`src/rtl/ps2_symbol_transmitter.sv`:
```
// Device-side PS/2 keyboard emulator: encodes a symbol index (0-9, A-Z) to its Set-2 make code
// and sends make [+ F0 + make] as device-clocked PS/2 frames on open-collector lines.
module ps2_symbol_transmitter #(
    parameter int CLK_FREQ_HZ = 50_000_000,
    parameter int PS2_CLK_HZ  = 12_500,
    parameter int GAP_CYCLES  = 50_000,
    parameter int SEND_BREAK  = 1
) (
    input  logic       clk,
    input  logic       resetn,
    input  logic [5:0] symbol,
    input  logic       send,
    output logic       ready,
    output logic       done,
    output logic       err,
    input  logic       ps2_clk_in,
    output logic       ps2_clk_oe,
    output logic       ps2_dat_oe
);

    localparam int HALF = CLK_FREQ_HZ / (2 * PS2_CLK_HZ);
    localparam int MAXC = (HALF > GAP_CYCLES) ? HALF : GAP_CYCLES;
    localparam int CW   = $clog2(MAXC + 1);
    localparam logic [1:0] LAST_BYTE = (SEND_BREAK != 0) ? 2'd2 : 2'd0;

    typedef enum logic [2:0] {
        S_IDLE,
        S_ERR,
        S_BIT_HI,
        S_BIT_LO,
        S_GAP,
        S_INHIBIT
    } state_t;

    state_t        state_q, state_d;
    logic [CW-1:0] cnt_q, cnt_d;
    logic [3:0]    bit_idx_q, bit_idx_d;
    logic [1:0]    byte_idx_q, byte_idx_d;
    logic [7:0]    make_q, make_d;
    logic          done_q, done_d;

    logic [8:0]    sym_enc;
    logic [7:0]    cur_byte;
    logic [15:0]   frame;
    logic          cur_bit;
    logic          half_end;
    logic          gap_end;

    // Returns {valid, make_code}; indices 36..63 have no key.
    function automatic logic [8:0] encode(input logic [5:0] s);
        case (s)
            6'd0:  encode = {1'b1, 8'h45};
            6'd1:  encode = {1'b1, 8'h16};
            6'd2:  encode = {1'b1, 8'h1E};
            6'd3:  encode = {1'b1, 8'h26};
            6'd4:  encode = {1'b1, 8'h25};
            6'd5:  encode = {1'b1, 8'h2E};
            6'd6:  encode = {1'b1, 8'h36};
            6'd7:  encode = {1'b1, 8'h3D};
            6'd8:  encode = {1'b1, 8'h3E};
            6'd9:  encode = {1'b1, 8'h46};
            6'd10: encode = {1'b1, 8'h1C};
            6'd11: encode = {1'b1, 8'h32};
            6'd12: encode = {1'b1, 8'h21};
            6'd13: encode = {1'b1, 8'h23};
            6'd14: encode = {1'b1, 8'h24};
            6'd15: encode = {1'b1, 8'h2B};
            6'd16: encode = {1'b1, 8'h34};
            6'd17: encode = {1'b1, 8'h33};
            6'd18: encode = {1'b1, 8'h43};
            6'd19: encode = {1'b1, 8'h3B};
            6'd20: encode = {1'b1, 8'h42};
            6'd21: encode = {1'b1, 8'h4B};
            6'd22: encode = {1'b1, 8'h3A};
            6'd23: encode = {1'b1, 8'h31};
            6'd24: encode = {1'b1, 8'h44};
            6'd25: encode = {1'b1, 8'h4D};
            6'd26: encode = {1'b1, 8'h15};
            6'd27: encode = {1'b1, 8'h2D};
            6'd28: encode = {1'b1, 8'h1B};
            6'd29: encode = {1'b1, 8'h2C};
            6'd30: encode = {1'b1, 8'h3C};
            6'd31: encode = {1'b1, 8'h2A};
            6'd32: encode = {1'b1, 8'h1D};
            6'd33: encode = {1'b1, 8'h22};
            6'd34: encode = {1'b1, 8'h35};
            6'd35: encode = {1'b1, 8'h1A};
            default: encode = 9'h000;
        endcase
    endfunction

    assign sym_enc  = encode(symbol);
    assign cur_byte = (byte_idx_q == 2'd1) ? 8'hF0 : make_q;
    assign frame    = {5'b00000, 1'b1, ~^cur_byte, cur_byte, 1'b0};
    assign cur_bit  = frame[bit_idx_q];
    assign half_end = (cnt_q == CW'(HALF - 1));
    assign gap_end  = (cnt_q == CW'(GAP_CYCLES - 1));

    always_ff @(posedge clk) begin
        if (!resetn) begin
            state_q    <= S_IDLE;
            cnt_q      <= '0;
            bit_idx_q  <= 4'd0;
            byte_idx_q <= 2'd0;
            make_q     <= 8'h00;
            done_q     <= 1'b0;
        end else begin
            state_q    <= state_d;
            cnt_q      <= cnt_d;
            bit_idx_q  <= bit_idx_d;
            byte_idx_q <= byte_idx_d;
            make_q     <= make_d;
            done_q     <= done_d;
        end
    end

    // After a normal stop bit bit_idx stays at 10; an inhibit clears it to 0,
    // which is how GAP tells "advance to next byte" from "resend this byte".
    always_comb begin
        state_d    = state_q;
        cnt_d      = cnt_q + CW'(1);
        bit_idx_d  = bit_idx_q;
        byte_idx_d = byte_idx_q;
        make_d     = make_q;
        done_d     = 1'b0;
        case (state_q)
            S_IDLE: begin
                cnt_d = '0;
                if (send) begin
                    make_d     = sym_enc[7:0];
                    bit_idx_d  = 4'd0;
                    byte_idx_d = 2'd0;
                    state_d    = sym_enc[8] ? S_BIT_HI : S_ERR;
                end
            end
            S_ERR: begin
                cnt_d   = '0;
                state_d = S_IDLE;
            end
            S_BIT_HI: begin
                if (half_end) begin
                    cnt_d = '0;
                    if (!ps2_clk_in) begin
                        bit_idx_d = 4'd0;
                        state_d   = S_INHIBIT;
                    end else begin
                        state_d = S_BIT_LO;
                    end
                end
            end
            S_BIT_LO: begin
                if (half_end) begin
                    cnt_d = '0;
                    if (bit_idx_q == 4'd10) begin
                        state_d = S_GAP;
                    end else begin
                        bit_idx_d = bit_idx_q + 4'd1;
                        state_d   = S_BIT_HI;
                    end
                end
            end
            S_GAP: begin
                if (gap_end) begin
                    cnt_d = '0;
                    if (bit_idx_q != 4'd10) begin
                        state_d = S_BIT_HI;
                    end else if (byte_idx_q == LAST_BYTE) begin
                        done_d  = 1'b1;
                        state_d = S_IDLE;
                    end else begin
                        byte_idx_d = byte_idx_q + 2'd1;
                        bit_idx_d  = 4'd0;
                        state_d    = S_BIT_HI;
                    end
                end
            end
            S_INHIBIT: begin
                cnt_d = '0;
                if (ps2_clk_in) begin
                    state_d = S_GAP;
                end
            end
            default: begin
                cnt_d   = '0;
                state_d = S_IDLE;
            end
        endcase
    end

    always_comb begin
        ready      = (state_q == S_IDLE);
        err        = (state_q == S_ERR);
        done       = done_q;
        ps2_clk_oe = (state_q == S_BIT_LO);
        ps2_dat_oe = ((state_q == S_BIT_HI) || (state_q == S_BIT_LO)) && !cur_bit;
    end

endmodule

```
`config.mk`:
```
export PLATFORM = sky130hd
export DESIGN_NAME = ps2_symbol_transmitter
export DESIGN_NICKNAME = d
export VERILOG_FILES = /design/src/rtl/ps2_symbol_transmitter.sv
export SDC_FILE = /design/constraint.sdc
export NUM_CORES = 1
export LEC_CHECK = 0
export BUFFER_PORTS_ARGS = -buffer_cell sky130_fd_sc_hd__buf_2
export CAP_MARGIN = 20
export CORE_UTILIZATION = 55
export CTS_BUF_LIST = sky130_fd_sc_hd__clkbuf_2
export CTS_CLUSTER_DIAMETER = 100
export DETAILED_ROUTE_END_ITERATION = 16
export PLACE_DENSITY_LB_ADDON = 0.15
export SYNTH_ARGS = -nofsm -noshare
export SYNTH_HDL_FRONTEND = slang
export SYNTH_SLANG_ARGS = --single-unit
```
`constraint.sdc`:
```
create_clock -name clk -period 2.05 [get_ports clk]
set_clock_uncertainty 0.15 [all_clocks]
set_input_delay 0.1025 -clock clk [delete_from_list [all_inputs] [get_ports clk]]
set_output_delay 0.1025 -clock clk [all_outputs]
set_load 0.005 [all_outputs]
```
## After elaboration in Yosys (flattened, before gate mapping)

Memory sizes are Yosys's and may differ from the RTL's.
Index checks and enable logic that the tools add are counted.

| storage, ports and cells | value |
|---|---|
| register bits after elaboration | 34 |
| ROM bits | 512 |
| input bits | 10 |
| output and inout bits | 5 |
| logic and storage cells | 79 |
| memories | 1 |

| cells by class | value |
|---|---|
| $add $sub $neg | 3 |
| magnitude comparators | 1 |
| equality and inequality tests | 20 |
| mux-type cells | 32 |
| bitwise operators | 3 |
| reduce and logical (&&, ||, !) cells | 13 |

Memories:

| memory | depth | bits a word | read ports | clocked after Yosys merged registers in | wr ports | line | source |
|---|---|---|---|---|---|---|---|
| (no name shown) | 64 | 8 | 1 | 0 | 0 | 51 | `case (s)` |

Operators with widths:

| kind | count |
|---|---|
| $mux 16 | 2 |
| $mux 4 | 8 |
| $pmux 16 s2 | 1 |
| $mux 3 | 7 |
| $add 16x1->16 const B | 1 |
| $eq 16x11->1 const B | 1 |
| $eq 16x16->1 const B | 1 |
| $ne 2x2->1 const B | 8 |
| $pmux 4 s4 | 1 |
| $pmux 3 s5 | 1 |
| $mux 2 | 7 |
| $reduce_and 5->1 | 2 |
| $reduce_and 9->1 | 1 |
| $mux 8 | 1 |
| $reduce_xnor 8->1 | 1 |
| $eq 3x2->1 const B | 2 |
| $eq 3x3->1 const B | 2 |
| $lt 4x5->1 const B | 1 |
| $add 4x1->4 const B | 1 |
| $bmux 1 s4 | 1 |
| $eq 4x4->1 const B | 1 |
| $ne 4x4->1 const B | 1 |
| $pmux 2 s2 | 1 |
| $reduce_bool 4->1 | 1 |
| 15 further kinds | 18 |

## Logic depth before layout (Yosys ltp)

| logic depth | value |
|---|---|
| word-level depth | 7 |
| gate-level depth with buffers | 7 |
| depth with buffers taken out | 7 |

## Worst setup path after synthesis

Ideal clock, no wire load.

| timing | value |
|---|---|
| path kind | register to register |
| start | register cnt_q[5] |
| end | register cnt_q[10] |
| library setup time | 0.115 ns |
| data arrival time | 1.977 ns |
| data required time | 1.785 ns |
| slack | -0.192 ns |
| cell stages (with the launch flop) | 7 |
| path buffers | 1 |
| period minus slack after synthesis | 2.242 ns |
| cell sequence | dfxtp_1 -> or4_4 -> or4_4 -> and2_4 -> o21ai_4 -> buf_6 -> nor2_1 |

| between the ends | value |
|---|---|
| longest elaborated chain between the ends | 3 |
| elaborated cells between the ends (all ways) | 6 |
| those cells by class | 1 x add/sub; 2 x eq/ne; 3 x mux |

Ends and longest elaborated chain:

| what | line | source |
|---|---|---|
| start: declaration | 36 | `logic [CW-1:0] cnt_q, cnt_d;` |
| start signal: assignment | 109 | `cnt_q <= cnt_d;` |
| $add 16x1->16, or another cell as far along | 121 | `cnt_d = cnt_q + CW'(1);` |
| $mux 16 (on tied branches) | 163, 141, 152 |  |
| $pmux 16 s2 * | 126 | `case (state_q)` |

Every way passes the cells marked *; elsewhere a longest branch is shown, timed or not.
A chain may end at the register's enable or synchronous reset.

## Final worst setup path

| timing | value |
|---|---|
| start | register cnt_q[12] |
| end | register bit_idx_q[2] |

| between the ends | value |
|---|---|
| longest elaborated chain between the ends | 3 |
| elaborated cells between the ends (all ways) | 6 |
| those cells by class | 5 x eq/ne; 1 x reduce/logical |

Ends and longest elaborated chain:

| what | line | source |
|---|---|---|
| $eq 16x16->1 or $eq 16x11->1 (tied branches) | 97, 96 |  |
| $ne 2x2->1 (no source line) or $ne 2x1->1 (tied branches) | n/a |  |
| $reduce_and 9->1 (no source line) * | n/a |  |
| end signal: assignment | 110 | `bit_idx_q <= bit_idx_d;` |
| end: declaration | 37 | `logic [3:0] bit_idx_q, bit_idx_d;` |

Marked as above.

==> results.json <==
{
  "period_share_pct": 107,
  "worstPathRequired_ns": 2.21,
  "wl_microns": 5970,
  "fin_util_pct": 74.3,
  "syn_area_per_cell_sq_um": 7.79,
  "endpoint": "bit_idx_q[2]",
  "grt_usage_pct": 26.5,
  "fin_nets": 378,
  "die_h_microns": 68.0,
  "synthCells": 308,
  "synthTopCellsByArea": "dfxtp_1 (28%), ha_1 (7.3%), nor2_1 (5.5%)",
  "clk_latency_ns": 0.38,
  "drive_above_1_share_pct": 27.3,
  "async_flop_share_pct": 0,
  "r2r-start": "cnt_q[12]",
  "ios": 15,
  "crit_type": "register to register",
  "dp_cells": 388,
  "leakage_nw": 1.13,
  "timing.rr.end": "bit_idx_q[2]",
  "cts_tree": "built",
  "clock_sinks": 33,
  "cts_buffer_depth": 2,
  "rsz0062_at_grt": "true",
  "drt-vias-per-instance": 5.82,
  "grt_max_degree": 23,
  "cts_max_level": 2,
  "port_buffers": 14,
  "dpl.hpwl_microns": 4130,
  "setup_ws_ns": -0.142,
  "yosysSeqAreaShare_pct": 27.5,
  "start_kind": "register",
  "synth.distinct_cells": 56,
  "initial_utilization_pct": 58.7,
  "hold_viol_final": 0,
  "post-route-min-period_ns": 2.19,
  "drt_iter0_drc": 207,
  "area_growth_pct": 26.6,
  "final_cell_mix": "nor2_1 (34), buf_4 (30), o21ai_0 (24), nand2_1 (24), dfxtp_1 (23)",
  "grt_overflow_total": 0,
  "core_area_sq_mm": 0.00409,
  "critPathLaunch": "cnt_q[12]",
  "wl_per_cell_microns": 14.7,
  "cts_buffers": 5,
  "total_power_mw": 2.25,
  "r2r_cells": 6,
  "netlist.area_leader.share_pct": 27.5,
  "cap_violations": 0,
  "drv_slew": 0,
  "grt_pass1_vias": 2096,
  "synth_edf_count": 0,
  "synthFlopType": "dfxtp_1",
  "cts.clk_slew.worst_paths_ns": 0.18,
  "netlist_area_sq_mm": 0.00240,
  "worst_slew_pin_slew_ns": 0.596,
  "cp.arrival_ns": 2.35,
  "antenna_found_initial": 0,
  "power.density_mw_per_mm2": 740,
  "via_count": 2356,
  "antennaDiodeCount": 0,
  "worstSetupEndpointType": "register",
  "slew-limit-headroom_pct": 59.6,
  "violations": "negative setup slack",
  "ys_warn_count": 0,
  "final_cells": 405,
  "ys_ff_latch": 33,
  "drcViolationCount": 0,
  "first_pass_iters": 4,
  "cts_root_buffer": "clkbuf_2",
  "final_common_cell": "nor2_1",
  "synth_fp_nets": 332,
  "place_ws_ns": -0.0900,
  "ant_nets": 0,
  "fp.dieArea_sq_mm": 0.00463,
  "min_path_type": "input port to register",
  "setup_viol": 23,
  "rows": 23,
  "cp_max_fo": 4,
  "peakVddDrop_mv": 0.389,
  "r2r_slack_ns": -0.14,
  "gp_congestion": 0.917,
  "finalHoldWorstSlack_ns": 0.110,
  "outcome": "finished with violations",
  "grt_pass1_wl_microns": 9110,
  "max_freq_mhz": 456,
  "synth_top_area_cell": "dfxtp_1",
  "die_w_microns": 68.0
}
[sequential cells by signal, indices dropped and copies added (netlist names)]
name / count
cnt_q: 16
make_q: 7
bit_idx_q: 4
state_q: 3
byte_idx_q: 2
done: 1
[cell type report]
class                   count  area [sq um]
clock buffers               5          25.0
multi-input cells         245          1770
flip-flops and latches     33           676
inverters                  16          60.1
clock inverters             3          46.3
well taps                  50          62.6
repair buffers             53           399
fillers                   299          1050
[synthesized netlist by cell type, types with 6 or more instances]
library cell / number
a21oi_1: 20
clkbuf_1: 13
dfxtp_1: 33
ha_1: 14
inv_1: 15
nand2_1: 24
nand2b_1: 7
nand3_1: 8
nand3b_1: 6
nor2_1: 35
nor3_1: 9
o211ai_1: 7
o21ai_0: 25
xnor2_1: 9
xor2_1: 10
[power by group]
part | switching [mW] | total [mW] | internal [mW] | leakage, nW
logic | 0.518 | 1.01 | 0.489 | 0.823
clock network | 0.244 | 0.452 | 0.208 | 0.0392
registers | 0.0916 | 0.789 | 0.698 | 0.272
[worst min path at each step]
stage | startpoint | end | slack (ns) | cells after the start
floorplan | resetn | cnt_q[4] | 0.11 | 2
global placement | resetn | make_q[4] | 0.33 | 2
detailed placement | done | done | 0.33 | 1
CTS | symbol[0] | make_q[0] | 0.09 | 5
global route | symbol[0] | make_q[0] | 0.14 | 5
finish | symbol[0] | make_q[0] | 0.11 | 5
[cell families after synthesis]
kind of cell | Yosys count | share of synthesized area (%)
compound gates | 82 | 22.2
flops | 33 | 27.5
xor+xnor | 20 | 7.88
buf+inv | 30 | 5.01
mux | 7 | 3.50
fa+ha+maj | 14 | 7.30
simple gates | 122 | 26.6
[layer usage]
metal	part of all wire (%)	GRT usage, %	vias to the layer above
met5	0	0	-
met4	2.1	10.9	0
met3	5.3	5.67	14
met2	47	43.9	78
met1	45	33.1	1069
li1	-	-	1195
[through the flow]
stage,instance area [sq um],TNS [ns]
after CTS,2930,-2.26
after global placement,2730,-1.03
after floorplan,2420,-0.836
final,3040,-2.68
after detailed placement,2730,-1.47
after global routing,3040,-4.61
[critical path, cell delays in order, from the launching register on]
cell     delay, ns
dfxtp_2       0.36
or4_4         0.59
or4_4         0.47
buf_6         0.14
nor4_2        0.21
a21oi_1       0.07
o22ai_1       0.15
[timing repair]
action | CTS | global route
resized for setup | 15 | 23
buffers inserted | 2 | 2
pin swaps | 4 | 18
endpoints found under the setup margin | 26 | 29
hold endpoints to repair | 10 | 0
hold buffers | 5 | 0
Note: power is estimated with default switching activity, not from simulation.
